$ cat src/rtl/ppm_edge_pkg.sv
// Shared types and parameter limits for the PPM edge detector.
// No datapath of its own; latency and backpressure are defined by the modules.
package ppm_edge_pkg;

  typedef enum logic [1:0] {
    EM_OFF  = 2'b00,
    EM_RISE = 2'b01,
    EM_FALL = 2'b10,
    EM_BOTH = 2'b11
  } edge_mode_t;

  localparam int N_CH_MIN   = 1;
  localparam int N_CH_MAX   = 16;
  localparam int SYNC_MIN   = 2;
  localparam int SYNC_MAX   = 4;
  localparam int FILT_W_MIN = 1;
  localparam int FILT_W_MAX = 8;

  // True when the mode reports an edge of the given polarity.
  function automatic logic mode_enables(input edge_mode_t mode, input logic rise);
    return rise ? (mode == EM_RISE || mode == EM_BOTH)
                : (mode == EM_FALL || mode == EM_BOTH);
  endfunction

endpackage

$ cat src/rtl/ppm_edge_chan.sv
// One channel: synchroniser, stability filter, edge strobe, sticky pend/ovf.
// Edge accepted SYNC_STAGES+filt_len edges after first sample, strobe the cycle after; no backpressure.
module ppm_edge_chan
  import ppm_edge_pkg::*;
#(
  parameter int SYNC_STAGES = 2,
  parameter int FILT_W      = 3
) (
  input  logic              clk,
  input  logic              rst_n,
  input  logic              sig_in,
  input  logic [1:0]        edge_mode,
  input  logic [FILT_W-1:0] filt_len,
  input  logic              pend_clr,
  output logic              pulse_out,
  output logic              edge_rise,
  output logic              pend,
  output logic              ovf
);

  logic [SYNC_STAGES-1:0] sync_q;
  logic [FILT_W-1:0]      cnt;
  logic                   filt_q;
  logic                   s;
  logic                   mismatch;
  logic                   accept;
  logic                   en_edge;

  assign s        = sync_q[SYNC_STAGES-1];
  assign mismatch = s ^ filt_q;
  // >= rather than == so a counter left above a freshly lowered length still fires.
  assign accept   = mismatch && (cnt >= filt_len);
  assign en_edge  = accept && mode_enables(edge_mode_t'(edge_mode), s);

  always_ff @(posedge clk or negedge rst_n) begin
    if (!rst_n) begin
      sync_q    <= '0;
      cnt       <= '0;
      filt_q    <= 1'b0;
      pulse_out <= 1'b0;
      edge_rise <= 1'b0;
      pend      <= 1'b0;
      ovf       <= 1'b0;
    end else begin
      sync_q    <= {sync_q[SYNC_STAGES-2:0], sig_in};
      pulse_out <= en_edge;

      // The filter tracks the input in every mode, so enabling a channel later
      // never reports a stale level change.
      if (!mismatch) begin
        cnt <= '0;
      end else if (accept) begin
        filt_q    <= s;
        edge_rise <= s;
        cnt       <= '0;
      end else begin
        cnt <= cnt + 1'b1;
      end

      if (en_edge) begin
        pend <= 1'b1;
      end else if (pend_clr) begin
        pend <= 1'b0;
      end

      if (pend_clr) begin
        ovf <= 1'b0;
      end else if (en_edge && pend) begin
        ovf <= 1'b1;
      end
    end
  end

endmodule

$ cat src/rtl/ppm_edge_detect.sv
// Multi-channel glitch-filtered edge detector for the PPM decoder front end.
// Per-channel latency SYNC_STAGES+filt_len edges to accept, strobe one cycle later; no backpressure.
module ppm_edge_detect
  import ppm_edge_pkg::*;
#(
  parameter int N_CH        = 4,
  parameter int SYNC_STAGES = 2,
  parameter int FILT_W      = 3
) (
  input  logic [N_CH-1:0]   sig_in,
  input  logic              clk,
  input  logic              rst_n,
  input  logic [2*N_CH-1:0] edge_mode,
  input  logic [FILT_W-1:0] filt_len,
  input  logic [N_CH-1:0]   pend_clr,
  output logic [N_CH-1:0]   pulse_out,
  output logic [N_CH-1:0]   edge_rise,
  output logic [N_CH-1:0]   pend,
  output logic [N_CH-1:0]   ovf,
  output logic              any_pulse
);

  generate
    if (N_CH < N_CH_MIN || N_CH > N_CH_MAX ||
        SYNC_STAGES < SYNC_MIN || SYNC_STAGES > SYNC_MAX ||
        FILT_W < FILT_W_MIN || FILT_W > FILT_W_MAX) begin : g_bad_param
      $error("ppm_edge_detect: parameter out of range");
    end
  endgenerate

  for (genvar i = 0; i < N_CH; i++) begin : g_chan
    ppm_edge_chan #(
      .SYNC_STAGES (SYNC_STAGES),
      .FILT_W      (FILT_W)
    ) u_chan (
      .clk       (clk),
      .rst_n     (rst_n),
      .sig_in    (sig_in[i]),
      .edge_mode (edge_mode[2*i+1:2*i]),
      .filt_len  (filt_len),
      .pend_clr  (pend_clr[i]),
      .pulse_out (pulse_out[i]),
      .edge_rise (edge_rise[i]),
      .pend      (pend[i]),
      .ovf       (ovf[i])
    );
  end

  assign any_pulse = |pulse_out;

endmodule

$ cat config.mk
export PLATFORM = sky130hd
export DESIGN_NAME = ppm_edge_detect
export DESIGN_NICKNAME = d
export VERILOG_FILES = /design/src/rtl/ppm_edge_pkg.sv /design/src/rtl/ppm_edge_chan.sv /design/src/rtl/ppm_edge_detect.sv
export SDC_FILE = /design/constraint.sdc
export NUM_CORES = 1
export LEC_CHECK = 0
export CORE_UTILIZATION = 50
export DETAILED_ROUTE_END_ITERATION = 8
export PLACE_DENSITY = 0.79
export SYNTH_ARGS = -nofsm -noshare
export SYNTH_HDL_FRONTEND = slang
export SYNTH_SLANG_ARGS = --single-unit
$ cat constraint.sdc
create_clock -name clk -period 1.65 [get_ports clk]
set_input_delay 0.165 -clock clk [delete_from_list [all_inputs] [get_ports clk]]
set_output_delay 0.165 -clock clk [all_outputs]
set_load 0.01 [all_outputs]
* After elaboration in Yosys (flattened, before gate mapping)
Index checks and enable logic that the tools add are counted.
W data, S select, Z words.
** Storage, ports and cells
- Register bits :: 36
- Output and inout port bits :: 17
- Logic and storage cells :: 109
** Cells by class
- Add/sub/neg operators :: 4
- $lt $le $gt $ge :: 4
- Equal/unequal tests :: 12
- Mux-type cells :: 28
- Bitwise logic cells :: 4
- Reductions and logical operators :: 33
** Operators by type and width (number)
- $mux W3 :: 8
- $mux W1 :: 20
- $eq A2 B2 Y1 const B :: 8
- $reduce_bool A2 Y1 :: 8
- $add A3 B1 Y3 const B :: 4
- $ge A3 B3 Y1 :: 4
- $logic_and A1 B1 Y1 :: 12
- $eq A2 B1 Y1 const B :: 4
- $logic_or A1 B1 Y1 :: 8
- $reduce_and A2 Y1 :: 4
- $reduce_or A4 Y1 :: 1
- $xor A1 B1 Y1 :: 4

* Depth between registers and ports, before layout
Gate-level depths: netlist of run 1.
- Word-level depth :: 7
- Gate-level depth with buffers :: 5
- Depth with buffers taken out :: 5

* Modules after synthesis
A second synthesis of run 1 with hierarchy kept.
** Second synthesis, totals
- Cells, all modules :: 141
- Area total of the unflattened synthesis :: 1759.2 sq um
** Modules (own cells, without submodules)
- ppm_edge_chan :: times used 4, cells each 35, area each 437.9 sq um, sequential area each 225.2 sq um
- ppm_edge_detect :: times used 1, cells each 1, area each 7.5 sq um, sequential area each 0.0 sq um

* Least setup slack after synthesis of run 1
Ideal clock, no wire load.
- Path type :: reg2reg
- From :: reg g_chan[0].u_chan.cnt[2]
- To :: reg g_chan[0].u_chan.edge_rise
- Setup time :: 125 ps
- Arrival :: 1316 ps
- Data required time :: 1525 ps
- Slack :: 209 ps
- Stages on the path, launching flop included :: 5
- Path buffers :: 0
- Cells stage by stage :: dfrtp_1 ha_1 a21oi_1 o21a_4 mux2_4
** Between the ends
- Word-level cells in the longest chain between the ends :: 3
** RTL lines
- start, declared :: RTL line ppm_edge_chan.sv:22 : logic [FILT_W-1:0] cnt;
- start signal, assigned :: RTL line ppm_edge_chan.sv:57 : cnt <= cnt + 1'b1;
- $ge A3 B3 Y1 :: RTL line ppm_edge_chan.sv:32 : assign accept = mismatch && (cnt >= filt_len);
- $logic_and A1 B1 Y1 :: RTL line ppm_edge_chan.sv:32
- $reduce_and A2 Y1 (no source line)
- end signal, assigned :: RTL line ppm_edge_chan.sv:54 : edge_rise <= s;
- end, declared :: RTL line ppm_edge_chan.sv:16 : output logic edge_rise,
No other way between the ends.
A chain may end at the register's enable or synchronous reset.

* Worst setup path after layout of run 1
- From :: reg g_chan[2].u_chan.cnt[2]
- To :: reg g_chan[2].u_chan.edge_rise
** Between the ends
- Word-level cells in the longest chain between the ends :: 3
** RTL lines (RTL line)
- start, declared :: ppm_edge_chan.sv:22
- start signal, assigned :: ppm_edge_chan.sv:57
- $ge A3 B3 Y1 :: ppm_edge_chan.sv:32
- $logic_and A1 B1 Y1 :: ppm_edge_chan.sv:32
- $reduce_and A2 Y1 (no source line)
- end signal, assigned :: ppm_edge_chan.sv:54
- end, declared :: ppm_edge_chan.sv:16
No other way between the ends.

==> flow_summary_export.csv, run 1 <==
group,metric,value,unit
run_status,status,"finished, final reports clean",
die,placeableCoreArea,0.00342,mm2
cts,numCtsBuffers,5,
pwr,intPower,1.96,mW
cts,largest_buffer_count_on_any_clock_path,2,
min_path,hold_path.class,"input pin to register",
setup_path,cpMaxStageDelayCell,"sky130_fd_sc_hd__dfrtp_1",
grt,grt_use_met2,32.9,%
pwr,power_frac_clock,16.4,%
logic_synthesis,synth_largest_type_area_fraction,49.0,%
timing,timing.final.setup_violations,0,
cells_and_area,fillerInstances,254,
placement,place_inst,223,
placement,place.detailed.hpwl,2350,um
logic_synthesis,post_synthesis_cells,151,
setup_path,worstSetupPathType,"register to register",
routing,detail_route.first_pass.iterations,4,
setup_path,r2r-start,"g_chan[2].u_chan.cnt[2]$_DFF_PN0_",
logic_synthesis,synth_top_cell_by_area,"sky130_fd_sc_hd__dfrtp_1",
setup_path,rr_worst_depth,4,
grt,grt_usage,18.3,%
grt,met3_usage,3.47,%
pwr,p_leak,1.04,nW
logic_synthesis,netlist_top_cells_area,"sky130_fd_sc_hd__dfrtp_1 49%, sky130_fd_sc_hd__ha_1 11%, sky130_fd_sc_hd__buf_4 6.5%, sky130_fd_sc_hd__o32ai_2 3.5%, sky130_fd_sc_hd__mux2_4 3.3%",
logic_synthesis,number_of_flops_mapped_to_enable_cells_by_yosys,0,
placement,dpl_cell_area,0.00218,mm2
cts,cts_tree,"done",
cells_and_area,finalNonFillerCells,232,
setup_path,arrival,1.75,ns
cells_and_area,final_layout_size_suffix_gt1_share,17.2,%
cts,clk_root_buffer_cell,"sky130_fd_sc_hd__clkbuf_4",
setup_path,worst-path-buf-inv,0,
routing,drt-total-wl,3040,um
setup_path,crit_fanout,2,
timing,actual_slew_at_the_worst_max_slew_pin,0.452,ns
timing,worst_setup_skew_after_layout,0.00444,ns
routing,postRouteAntennaNets,0,
routing,drc,0,
timing,hold-worst-slack,0.257,ns
timing,final_critical_delay_including_setup_and_external_delays,1.53,ns
placement,routabilityCongestion,0.736,
timing,finalMaxSlewViolations,0,
placement,placement.io_buffers,37,
pwr,power.ir.vdd_worst,808,uV
logic_synthesis,leading_cell_types_by_count_after_synthesis,"36 x sky130_fd_sc_hd__dfrtp_1, 16 x sky130_fd_sc_hd__buf_4, 16 x sky130_fd_sc_hd__ha_1",
logic_synthesis,seq_area_frac_synth,49.0,%
die,design.portCount,38,
die,chip_height,62.6,um
timing,tns,0,ns
cts,source_to_sink_clock_delay_at_the_later_pin_of_the_worst_skew_pair,0.33,ns
pwr,power_frac_comb,41.1,%
grt,grt.busiest_layer,"met2",
min_path,worst_hold_path.num_cells,1,
cts,cts.htree.levels,2,
cells_and_area,finish.instance_area,0.00224,mm2
grt,grt-ovfl-total,0,
logic_synthesis,synth.lib_cells_used.distinct,23,
min_path,hold_path.startpoint,"sig_in[3]",
cts,cts.reportedPaths.clkPinSlew,0.11,ns
grt,grt_pass1_wl,5590,um
grt,antenna_found_initial,0,
cells_and_area,synthToLayoutAreaGrowth,22.1,%
logic_synthesis,most_numerous_cell_in_the_yosys_netlist,"sky130_fd_sc_hd__dfrtp_1",
grt,first_global_vias,1363,
setup_path,critPathTopFamily,"flip-flops",
die,overall_die_area,0.00392,mm2
grt,gr-usage-met1,20.9,%
logic_synthesis,average_instance_area_after_synthesis,12.2,um2
logic_synthesis,synth_nets,188,
timing,fmaxAchievable,656,MHz
logic_synthesis,yosysWarningCount,0,
timing,setup_slack,0.125,ns
pwr,share_seq_of_total_power,42.5,%
run,max_cap_viol_count,0,
timing,hold_violations,0,
cts,numClockSinks,36,
die,start_util,53.8,%
timing,setup_repair_after_global_routing_missed_its_margin,"no",
setup_path,critical_path.startpoint,"g_chan[2].u_chan.cnt[2]$_DFF_PN0_",
routing,post_drt_via_cell_ratio,5.10,
pwr,switching_share,32.9,%
setup_path,cp.required,1.87,ns
routing,dr_total_vias,1184,
die,horizontal_die_dimension,62.6,um
cells_and_area,final_net_count,222,
routing,wl_per_cell,13.1,um
setup_path,critical_path.cell_chain,"ha_1 -> a21oi_1 -> o21a_4 -> mux2_4",
routing,first_iter_violations,23,
logic_synthesis,yosys_most_used_dff,"sky130_fd_sc_hd__dfrtp_1",
logic_synthesis,synth_seq_cells,36,
pwr,power_switching,961,uW
grt,grt_start_max_net_pins,37,
placement,place_ws,-0.215,ns
setup_path,worst-r2r-setup-slack,0.12,ns
pwr,power.density,1300,mW/mm2
setup_path,endpoint_kind,"register",
timing,rel_slew_slack,69.9,%
setup_path,delay_of_the_slowest_cell_on_the_worst_path,0.42,ns
die,number_of_rows_created_at_floorplan,21,
cts,post_cts_buffers,0,
logic_synthesis,postSynth.asyncResetShare,100,%
cells_and_area,diodes,0,
setup_path,critical_path_depth,4,
logic_synthesis,syn-cell-area,0.00184,mm2
setup_path,timing.critical_path.from_type,"register",
timing,final.period_utilization,92.5,%
==> cells by family (layout without fill, tap and decap cells) <==
family | count (synthesis) | in the layout | synth area share (%)
DFF | 36 | 36 | 49.0
and+or+nand+nor | 36 | 36 | 11.7
buffers and inverters | 27 | 62 | 8.78
AOI/OAI and AO/OA | 24 | 24 | 12.5
adders and majority gates | 16 | 16 | 10.9
xor gates and xnor gates | 8 | 8 | 3.81
muxes | 4 | 4 | 3.27
==> metal layers <==
layer / up-vias / share of wire (%)
met5: - / 0
met4: 0 / 1.5
met3: 5 / 4.2
met2: 30 / 51
met1: 582 / 44
li1: 567 / -
==> timing repair <==
action,in CTS,in global routing
hold buffers,1,0
hold endpoints to repair,36,0
setup endpoints to repair,1,1
gates resized for setup,2,1
pin swaps,0,0
==> flip-flops by register name, indices dropped and copies added, names as in the netlist <==
signal and count:
g_chan.u_chan.edge_rise 4, g_chan.u_chan.cnt 12, g_chan.u_chan.ovf 4, g_chan.u_chan.pulse_out 4
g_chan.u_chan.pend 4, g_chan.u_chan.sync_q 8
==> stage by stage <==
step / util (%) / total power [mW]
2_1_floorplan: - / 2.12
3_3_place_gp: 63.8 / 2.41
3_5_place_dp: 63.8 / 2.49
4_1_cts: 65.9 / 2.97
5_1_grt: 65.7 / 3.15
6_report: 65.7 / 2.92
==> final cells by class <==
cell class	count	area (um2)	share of cell area, %
Clock buffer	6	51.3	2.29
Tap cell	46	57.6	2.56
Multi-Input combinational cell	88	776	34.6
Sequential cell	36	901	40.1
Inverter	11	41.3	1.84
Timing Repair Buffer	43	408	18.2
Clock inverter	2	10.0	0.446
==> path summary, 6_finish.rpt <==
path / to
min in group asynchronous: g_chan[1].u_chan.edge_rise$_DFFE_PN0P_
worst max-delay path: g_chan[2].u_chan.edge_rise$_DFFE_PN0P_
max in group asynchronous: g_chan[0].u_chan.pulse_out$_DFF_PN0_
worst min-delay path: g_chan[3].u_chan.sync_q[0]$_DFF_PN0_
worst min register to register: g_chan[0].u_chan.sync_q[1]$_DFF_PN0_
worst max register to register: g_chan[2].u_chan.edge_rise$_DFFE_PN0P_
==> worst register-to-register path, cell delays in order (launching register included) <==
cell	delay, ns
sky130_fd_sc_hd__dfrtp_1	0.42
sky130_fd_sc_hd__ha_1	0.29
sky130_fd_sc_hd__a21oi_1	0.24
sky130_fd_sc_hd__o21a_4	0.18
sky130_fd_sc_hd__mux2_4	0.29
==> cells in the final DEF, fill, tap and decap left out, drive strengths merged <==
master         netlist  final
nand3b               3      3
nand2                7      7
xnor2                4      4
o211ai               4      4
clkdlybuf4s50        0     35
dlygate4sd3          0      1
mux2                 4      4
clkbuf               0      7
xor2                 4      4
o21a                 7      7
and3                 4      4
o32ai                4      4
a21oi                4      4
o21ai                4      4
nor2b                4      4
a31oi                1      1
clkinv               0      2
and3b                1      1
dfrtp               36     36
ha                  16     16
buf                 16      6
nand2b               4      4
nor2                12     12
inv                 11     11
or4                  1      1
==> power by group through the flow <==
stage                     clock network [mW]  registers, mW  logic [mW]
after floorplan                            0           1.22       0.898
after global placement                     0           1.25        1.17
after detailed placement                   0           1.26        1.22
after CTS                              0.502           1.25        1.23
after global routing                   0.538           1.28        1.33
final                                  0.479           1.24        1.20
No activity file was read; power rests on OpenSTA's default activity.
==> run 2, diff against run 1 <==
--- a/config.mk
+++ b/config.mk
@@ -7,6 +7,7 @@
 export LEC_CHECK = 0
 export CORE_UTILIZATION = 50
 export DETAILED_ROUTE_END_ITERATION = 8
+export GPL_ROUTABILITY_DRIVEN = 0
 export PLACE_DENSITY = 0.79
 export SYNTH_ARGS = -nofsm -noshare
 export SYNTH_HDL_FRONTEND = slang
==> results of run 2 <==
Same layout as run 1: the final DEF is identical, and so are final timing and power.
